$ cat src/rtl/mem_bank_pkg.sv
// mem_bank_pkg: shared constants, types and helpers for the four-way
// word-interleaved banked memory responder (mem_bank_resp).
//
// Contents:
//   N_BANKS, BANK_BUSY, RD_LAT   - bank count, occupancy and read latency
//   BANK_LSB, BANK_W, ROW_LSB    - address field positions
//   CNT_W                        - width of the per-bank busy counter
//   req_kind_e                   - decoded request kind
//   row_w()                      - row index width for a given bank depth
package mem_bank_pkg;

    localparam int N_BANKS   = 4;
    localparam int BANK_BUSY = 4;
    localparam int RD_LAT    = 2;

    localparam int BANK_LSB  = 1;
    localparam int BANK_W    = 2;
    localparam int ROW_LSB   = 3;

    localparam int CNT_W     = 2;

    typedef enum logic [1:0] {
        REQ_NONE,
        REQ_READ,
        REQ_WRITE
    } req_kind_e;

    function automatic int row_w(input int depth);
        return (depth > 1) ? $clog2(depth) : 1;
    endfunction

endpackage

$ cat src/rtl/mem_bank.sv
// mem_bank: one bank of the interleaved memory.
//
// Holds the bank's word storage and its occupancy counter. An accepted
// request loads the counter with BANK_BUSY-1, and the bank reports busy
// while the counter is non-zero.
//
// Ports:
//   clk, rst  - clock, asynchronous active-high reset (counter only)
//   accept    - a request to this bank is accepted this cycle
//   we        - accepted request is a write
//   wr_row    - row written on we
//   wr_data   - write data
//   rd_row    - row read combinationally onto rd_data
//   rd_data   - word stored at rd_row
//   busy      - bank occupied, cannot accept
module mem_bank
    import mem_bank_pkg::*;
#(
    parameter int DATA_W = 16,
    parameter int DEPTH  = 64,
    parameter int ROW_W  = row_w(DEPTH)
) (
    input  logic              clk,
    input  logic              rst,
    input  logic              accept,
    input  logic              we,
    input  logic [ROW_W-1:0]  wr_row,
    input  logic [DATA_W-1:0] wr_data,
    input  logic [ROW_W-1:0]  rd_row,
    output logic [DATA_W-1:0] rd_data,
    output logic              busy
);

    logic [DATA_W-1:0] mem [DEPTH];
    logic [CNT_W-1:0]  cnt;

    // Storage is deliberately left out of reset.
    always_ff @(posedge clk) begin
        if (we) begin
            mem[wr_row] <= wr_data;
        end
    end

    always_ff @(posedge clk or posedge rst) begin
        if (rst) begin
            cnt <= '0;
        end else if (accept) begin
            cnt <= CNT_W'(BANK_BUSY - 1);
        end else if (cnt != '0) begin
            cnt <= cnt - 1'b1;
        end
    end

    assign busy    = (cnt != '0);
    assign rd_data = mem[rd_row];

endmodule

$ cat src/rtl/mem_bank_resp.sv
// mem_bank_resp: main-memory responder below the cache controller.
//
// Four word-interleaved banks (bank = addr[2:1], row = addr[3 +: row_w]).
// Single-word reads and writes are accepted when the target bank is idle;
// a busy bank raises stall and the requester holds the request. Reads
// return data_out with a one-cycle rd_valid pulse RD_LAT cycles after
// acceptance. Odd byte addresses are rejected with err.
//
// Ports:
//   clk, rst  - clock, asynchronous active-high reset
//   addr      - byte address
//   data_in   - write data
//   wr, rd    - write / read request
//   data_out  - read data, zero unless rd_valid
//   rd_valid  - read data pulse
//   stall     - request not accepted, target bank busy
//   busy      - per-bank busy flags
//   err       - request rejected as illegal
//
// Build option MEM_STRICT_ERR_EN: when defined, rd&wr together and row
// fields at or beyond DEPTH are also rejected with err. When undefined,
// rd&wr acts as a write and upper address bits alias onto the rows.
module mem_bank_resp
    import mem_bank_pkg::*;
#(
    parameter int DATA_W = 16,
    parameter int ADDR_W = 16,
    parameter int DEPTH  = 64
) (
    input  logic                clk,
    input  logic                rst,
    input  logic [ADDR_W-1:0]   addr,
    input  logic [DATA_W-1:0]   data_in,
    input  logic                wr,
    input  logic                rd,
    output logic [DATA_W-1:0]   data_out,
    output logic                rd_valid,
    output logic                stall,
    output logic [N_BANKS-1:0]  busy,
    output logic                err
);

    localparam int ROW_W = row_w(DEPTH);

    typedef struct packed {
        logic              valid;
        logic [BANK_W-1:0] bank;
        logic [ROW_W-1:0]  row;
    } rd_pipe_t;

    logic              req;
    logic              illegal;
    logic              accept;
    logic [BANK_W-1:0] bank;
    logic [ROW_W-1:0]  row;
    req_kind_e         kind;
    rd_pipe_t          pipe [RD_LAT];
    logic [DATA_W-1:0] bank_rdata [N_BANKS];
    logic              unused_addr_bits;

    assign req  = rd | wr;
    assign bank = addr[BANK_LSB +: BANK_W];
    assign row  = addr[ROW_LSB +: ROW_W];

    // A simultaneous rd & wr decodes as a write; in the strict build it is
    // rejected before it can be accepted.
    always_comb begin
        kind = REQ_NONE;
        if (wr) begin
            kind = REQ_WRITE;
        end else if (rd) begin
            kind = REQ_READ;
        end
    end

`ifdef MEM_STRICT_ERR_EN
    assign illegal = addr[0] | (rd & wr) |
                     (addr[ADDR_W-1:ROW_LSB] >= (ADDR_W-ROW_LSB)'(DEPTH));
`else
    assign illegal = addr[0];
`endif

    // Bits above the row field only matter for the strict range check.
    assign unused_addr_bits = ^addr[ADDR_W-1:ROW_LSB+ROW_W];

    assign err    = req & illegal;
    assign stall  = req & busy[bank] & ~err;
    assign accept = req & ~busy[bank] & ~err;

    for (genvar g = 0; g < N_BANKS; g++) begin : g_bank
        logic sel;
        assign sel = accept && (bank == BANK_W'(g));

        mem_bank #(
            .DATA_W (DATA_W),
            .DEPTH  (DEPTH),
            .ROW_W  (ROW_W)
        ) u_bank (
            .clk     (clk),
            .rst     (rst),
            .accept  (sel),
            .we      (sel && (kind == REQ_WRITE)),
            .wr_row  (row),
            .wr_data (data_in),
            .rd_row  (pipe[RD_LAT-1].row),
            .rd_data (bank_rdata[g]),
            .busy    (busy[g])
        );
    end

    // Bank and row of each accepted read travel with its valid bit. The bank
    // stays busy beyond RD_LAT, so the array read at the pipe tail cannot be
    // overtaken by a later write to the same bank.
    always_ff @(posedge clk or posedge rst) begin
        if (rst) begin
            for (int i = 0; i < RD_LAT; i++) begin
                pipe[i] <= '0;
            end
        end else begin
            pipe[0] <= '{valid: accept && (kind == REQ_READ), bank: bank, row: row};
            for (int i = 1; i < RD_LAT; i++) begin
                pipe[i] <= pipe[i-1];
            end
        end
    end

    assign rd_valid = pipe[RD_LAT-1].valid;
    assign data_out = rd_valid ? bank_rdata[pipe[RD_LAT-1].bank] : '0;

endmodule

$ cat config.mk
export PLATFORM = sky130hd
export DESIGN_NAME = mem_bank_resp
export DESIGN_NICKNAME = d
export VERILOG_FILES = /design/src/rtl/mem_bank_pkg.sv /design/src/rtl/mem_bank.sv /design/src/rtl/mem_bank_resp.sv
export SDC_FILE = /design/constraint.sdc
export NUM_CORES = 2
export LEC_CHECK = 0
export CAP_MARGIN = 20
export CELL_PAD_IN_SITES_DETAIL_PLACEMENT = 1
export CELL_PAD_IN_SITES_GLOBAL_PLACEMENT = 1
export CORE_AREA = 5 5 517 519
export CTS_CLUSTER_SIZE = 40
export DETAILED_ROUTE_END_ITERATION = 8
export DIE_AREA = 0 0 522 524
export PLACE_DENSITY = 0.93
export SYNTH_ARGS = -nofsm -noshare
export SYNTH_HDL_FRONTEND = slang
export SYNTH_SLANG_ARGS = --single-unit
$ cat constraint.sdc
create_clock -name clk -period 5.7 [get_ports clk]
set_input_delay 1.71 -clock clk [delete_from_list [all_inputs] [get_ports clk]]
set_output_delay 1.71 -clock clk [all_outputs]
set_load 0.01 [all_outputs]
==> results.toml, run 1 <==
[status]
stop_error = "[ERROR GRT-0232] Routing congestion too high. Check the congestion heatmap in the GUI."
failed_stage = "global routing (5_1_grt)"
status = "did not finish"

[synthesis]
ys_top_cells_by_area = "edfxtp_1, mux4_2, mux2i_1, o221ai_1, nor2_1"
synth-main-ff-cell = "edfxtp_1"
synth-async-reset-ratio_pct = 0.631
yosysWarnings = 0
synth_top_area_share_pct = 77.4
synth_compound_area_share_pct = 3.30
ys_seq_area_share_pct = 77.8
netlist.top_cell.by_area = "edfxtp_1"
synth_nets = 7362
synthAdderAreaFrac_pct = 0.0315
synth.distinct_cells = 61
yosysMostFrequentCell = "edfxtp_1"
synthTopCellsByCount = "edfxtp_1, mux4_2, mux2i_1"
synth_top_family_by_area = "multiplexers"
synth_edf_count = 4096
synth-seq-cells = 4122
synthesis.area_um2 = 159000
yosys.area_share.simple_pct = 1.95
syn_avg_cell_area_um2 = 21.7
synthMuxAreaShare_pct = 15.1
synth_xor_area_share_pct = 0.0220
syn_inst = 7322

[clock_network]
cts_hold_repair.buffers = 0
cts.path.max_buffers = 4
htreeDepth = 5
numCtsBuffers = 396
clock-root-buffer = "clkbuf_16"
cts.sinks = 4122

[placed_design]
dpl_cell_area_um2 = 168000
io_buffers = 51
dp.final_hpwl_um = 323000
gp_congestion = 1.02
place_ws_ns = -0.286

[sta]
worstEndpointGrtRepair = "data_out[8]"
worstEpCategory = "output port"

[floorplanning]
die_y_um = 524
num_rows = 188
start_util_pct = 60.8
boundaryPins = 59
fp.dieW_um = 522

[global_routing]
grt_max_degree = 165
grtUsageTotal_pct = 73.6
grt_antenna_before_repair = 155
gr-total-overflow = 30
## metal layers
layer	global-route usage (%)	overflow
met5	42.1	0
met2	85.9	14
met1	71.5	2
met3	65.3	2
met4	72.6	12
## cell families after synthesis
group	Yosys count
flops	4122
mux	1327
compound gates	739
simple gates	673
buf+inv	453
xor+xnor	4
fa+ha+maj	4
## metrics by stage
step	instances	TNS, ns
CTS	12000	-4.36
detailed placement	11100	-0.883
global placement	11100	0
floorplan	7322	0
## what timing repair did
item	CTS
gates cloned	48
resized for setup	705
buffers inserted	140
setup endpoints to repair	16
pin swaps	125
==> run 2, diff against run 1 <==
==> config.mk (replaced) <==
export PLATFORM = sky130hd
export DESIGN_NAME = mem_bank_resp
export DESIGN_NICKNAME = d
export VERILOG_FILES = /design/src/rtl/mem_bank_pkg.sv /design/src/rtl/mem_bank.sv /design/src/rtl/mem_bank_resp.sv
export SDC_FILE = /design/constraint.sdc
export NUM_CORES = 2
export LEC_CHECK = 0
export CAP_MARGIN = 20
export CORE_AREA = 5 5 637 639
export DETAILED_ROUTE_END_ITERATION = 8
export DIE_AREA = 0 0 642 644
export PLACE_DENSITY_LB_ADDON = 0.15
export SYNTH_ARGS = -nofsm -noshare
export SYNTH_HDL_FRONTEND = slang
export SYNTH_SLANG_ARGS = --single-unit
==> results.toml, run 2 <==
[floorplanning]
fp.dieW_um = 642
start_util_pct = 39.9
dieArea_um2 = 413000
die_y_um = 644
fp.coreArea_um2 = 399000
boundaryPins = 59
num_rows = 232

[global_routing]
grt_pass1_wl_um = 650000
gr-total-overflow = 0
grt_antenna_before_repair = 22
grtUsageTotal_pct = 22.1
grt_max_degree = 149
grt_pass1_vias = 81100

[sta]
timing.fmax_mhz = 167
finalCritPeriodShare_pct = 105
slew_viol_final = 0
slew_headroom_pct = 15.1
fin_ws_ns = -0.287
worst_pin_slew_ns = 1.27
final_hold_viol_count = 0
finClkSkew_ns = 0.0570
rsz0062_at_grt = "true"
finalSetupViolCount = 16
fin_crit_ns = 5.99
hold_slack_ns = 0.346

[synthesis]
synth-async-reset-ratio_pct = 0.631
syn_avg_cell_area_um2 = 21.7
synth_nets = 7362
synthTopCellsByCount = "edfxtp_1, mux4_2, mux2i_1"
synth.distinct_cells = 61
ys_top_cells_by_area = "edfxtp_1, mux4_2, mux2i_1, o221ai_1, nor2_1"
synth-main-ff-cell = "edfxtp_1"
yosysMostFrequentCell = "edfxtp_1"
synth_top_area_share_pct = 77.4
syn_inst = 7322
synth-seq-cells = 4122
netlist.top_cell.by_area = "edfxtp_1"
yosysWarnings = 0
ys_seq_area_share_pct = 77.8
synth_edf_count = 4096
synthesis.area_um2 = 159000

[critical_path]
crit_path_max_incr_delay_ns = 0.61
crit_buf_inv = 7
cp_slowest_cell = "dfrtp_4"
cp-end-kind = "primary output"
start_kind = "flop"
crit_chain = "buf_16 -> buf_12 -> buf_16 -> buf_16 -> buf_12 -> mux4_2 -> mux4_2 -> o22a_1 -> o211ai_1 -> o22ai_4 -> buf_6 -> buf_6"
cp_common_cell = "buf_16"
crit_fanout = 7
critPathRequiredTime_ns = 3.99
worst_path_dominant_cell_family = "buffers and inverters"
crit_type = "flop to primary output"
critical_path_arrival_ns = 4.28

[placed_design]
io_buffers = 51
place_ws_ns = 0.0863
gp_congestion = 0.883
dp.final_hpwl_um = 289000
dpl_cell_area_um2 = 170000

[hold_path]
hp-class = "flop to flop"

[layout]
final_cell_mix = "edfxtp_1, mux4_2, buf_4, mux2i_1, clkbuf_16"
area_growth_pct = 18.9
largest_reg_flops = 4096
final_layout_size_suffix_gt1_share_pct = 32.2
final_common_cell = "edfxtp_1"
largestRegisters = "g_bank.u_bank.mem: 4096 flops, pipe: 17 flops, g_bank.u_bank.cnt: 8 flops"
largest_register = "g_bank.u_bank.mem"
fin_area_um2 = 189000
nets = 8304

[clock_network]
clkLatencyLatePin_ns = 1.01
cts_tree = "done"
clk_pin_slew_worst_paths_ns = 0.07
numCtsBuffers = 431
cts.path.max_buffers = 4
htreeDepth = 5
clock-root-buffer = "clkbuf_16"
cts.sinks = 4122

[routing]
ant_nets = 0
vias = 80300
routed_wl_um = 467000
drt_first_pass_iters = 6
drc = 0
drt_iter0_markers = 8779
wire_per_inst_um = 33.6
vias_per_cell = 5.78

[power]
power.density_nw_per_um2 = 340
p_leak_uw = 0.0602
vdd_drop_max_uv = 241
finalPower_uw = 64200

[status]
status = "finished with violations"
violations = "negative setup slack"

[job]
drv_cap = 0
## run 2: path summary, 6_finish.rpt
path	startpoint	to	slack, ns	depth (start not counted)
setup / recovery	pipe[1]	data_out[7]	-0.29	12
max in group asynchronous	rst	pipe[0]	3.66	3
hold / removal	pipe[12]	pipe[3]	0.35	0
min in group asynchronous	rst	g_bank[3].u_bank.cnt[0]	1.30	2
hold reg to reg	pipe[12]	pipe[3]	0.35	0
setup reg to reg	g_bank[3].u_bank.cnt[0]	g_bank[3].u_bank.mem[26][13]	2.90	8
## run 2: per-stage QoR
stage	utilization [%]	instances	setup TNS (ns)
4_1_cts	47.1	13800	-5.66
6_report	47.4	13900	-3.53
3_3_place_gp	42.6	12900	0
5_1_grt	47.4	13900	-5.01
3_5_place_dp	42.7	12900	0
2_1_floorplan	-	7322	0
## run 2: logic make-up after synthesis
group / share of synthesized area, %
mux: 15.1
flops: 77.8
xor+xnor: 0.0220
compound gates: 3.30
buf+inv: 1.78
fa+ha+maj: 0.0315
simple gates: 1.95
## run 2: routing by layer
layer | wire length [um] | GRT usage, %
met3 | 33700 | 4.10
met2 | 222000 | 35.8
met1 | 193000 | 30.6
met5 | 0 | 0
met4 | 18100 | 6.95
## run 2: area by class of cell
cell class	instances	area, um2
Clock inverter	262	2210
Antenna cell	8	20.0
Clock buffer	528	11200
Multi-Input combinational cell	2747	34200
Tap cell	5265	6590
Timing Repair Buffer	944	11000
Sequential cell	4122	124000
Inverter	18	96.3
Fill cell	32800	210000
## run 2: what timing repair did
item	CTS	global route
endpoints found under the setup margin	16	16
hold buffers	0	0
pin swaps	37	59
setup buffers	131	47
resized for setup	331	163
cloned	48	11
## run 2: report_power, final
| part | total, uW | leakage [uW] | internal [uW] | switching [uW] |
|---|---|---|---|---|
| Clock | 27000 | 0.00655 | 15200 | 11700 |
| Combinational | 3810 | 0.0166 | 1520 | 2290 |
| Sequential | 33400 | 0.0371 | 33400 | 35.8 |
| Total | 64200 | 0.0602 | 50100 | 14000 |
Note: power is estimated with default switching activity, not from simulation.
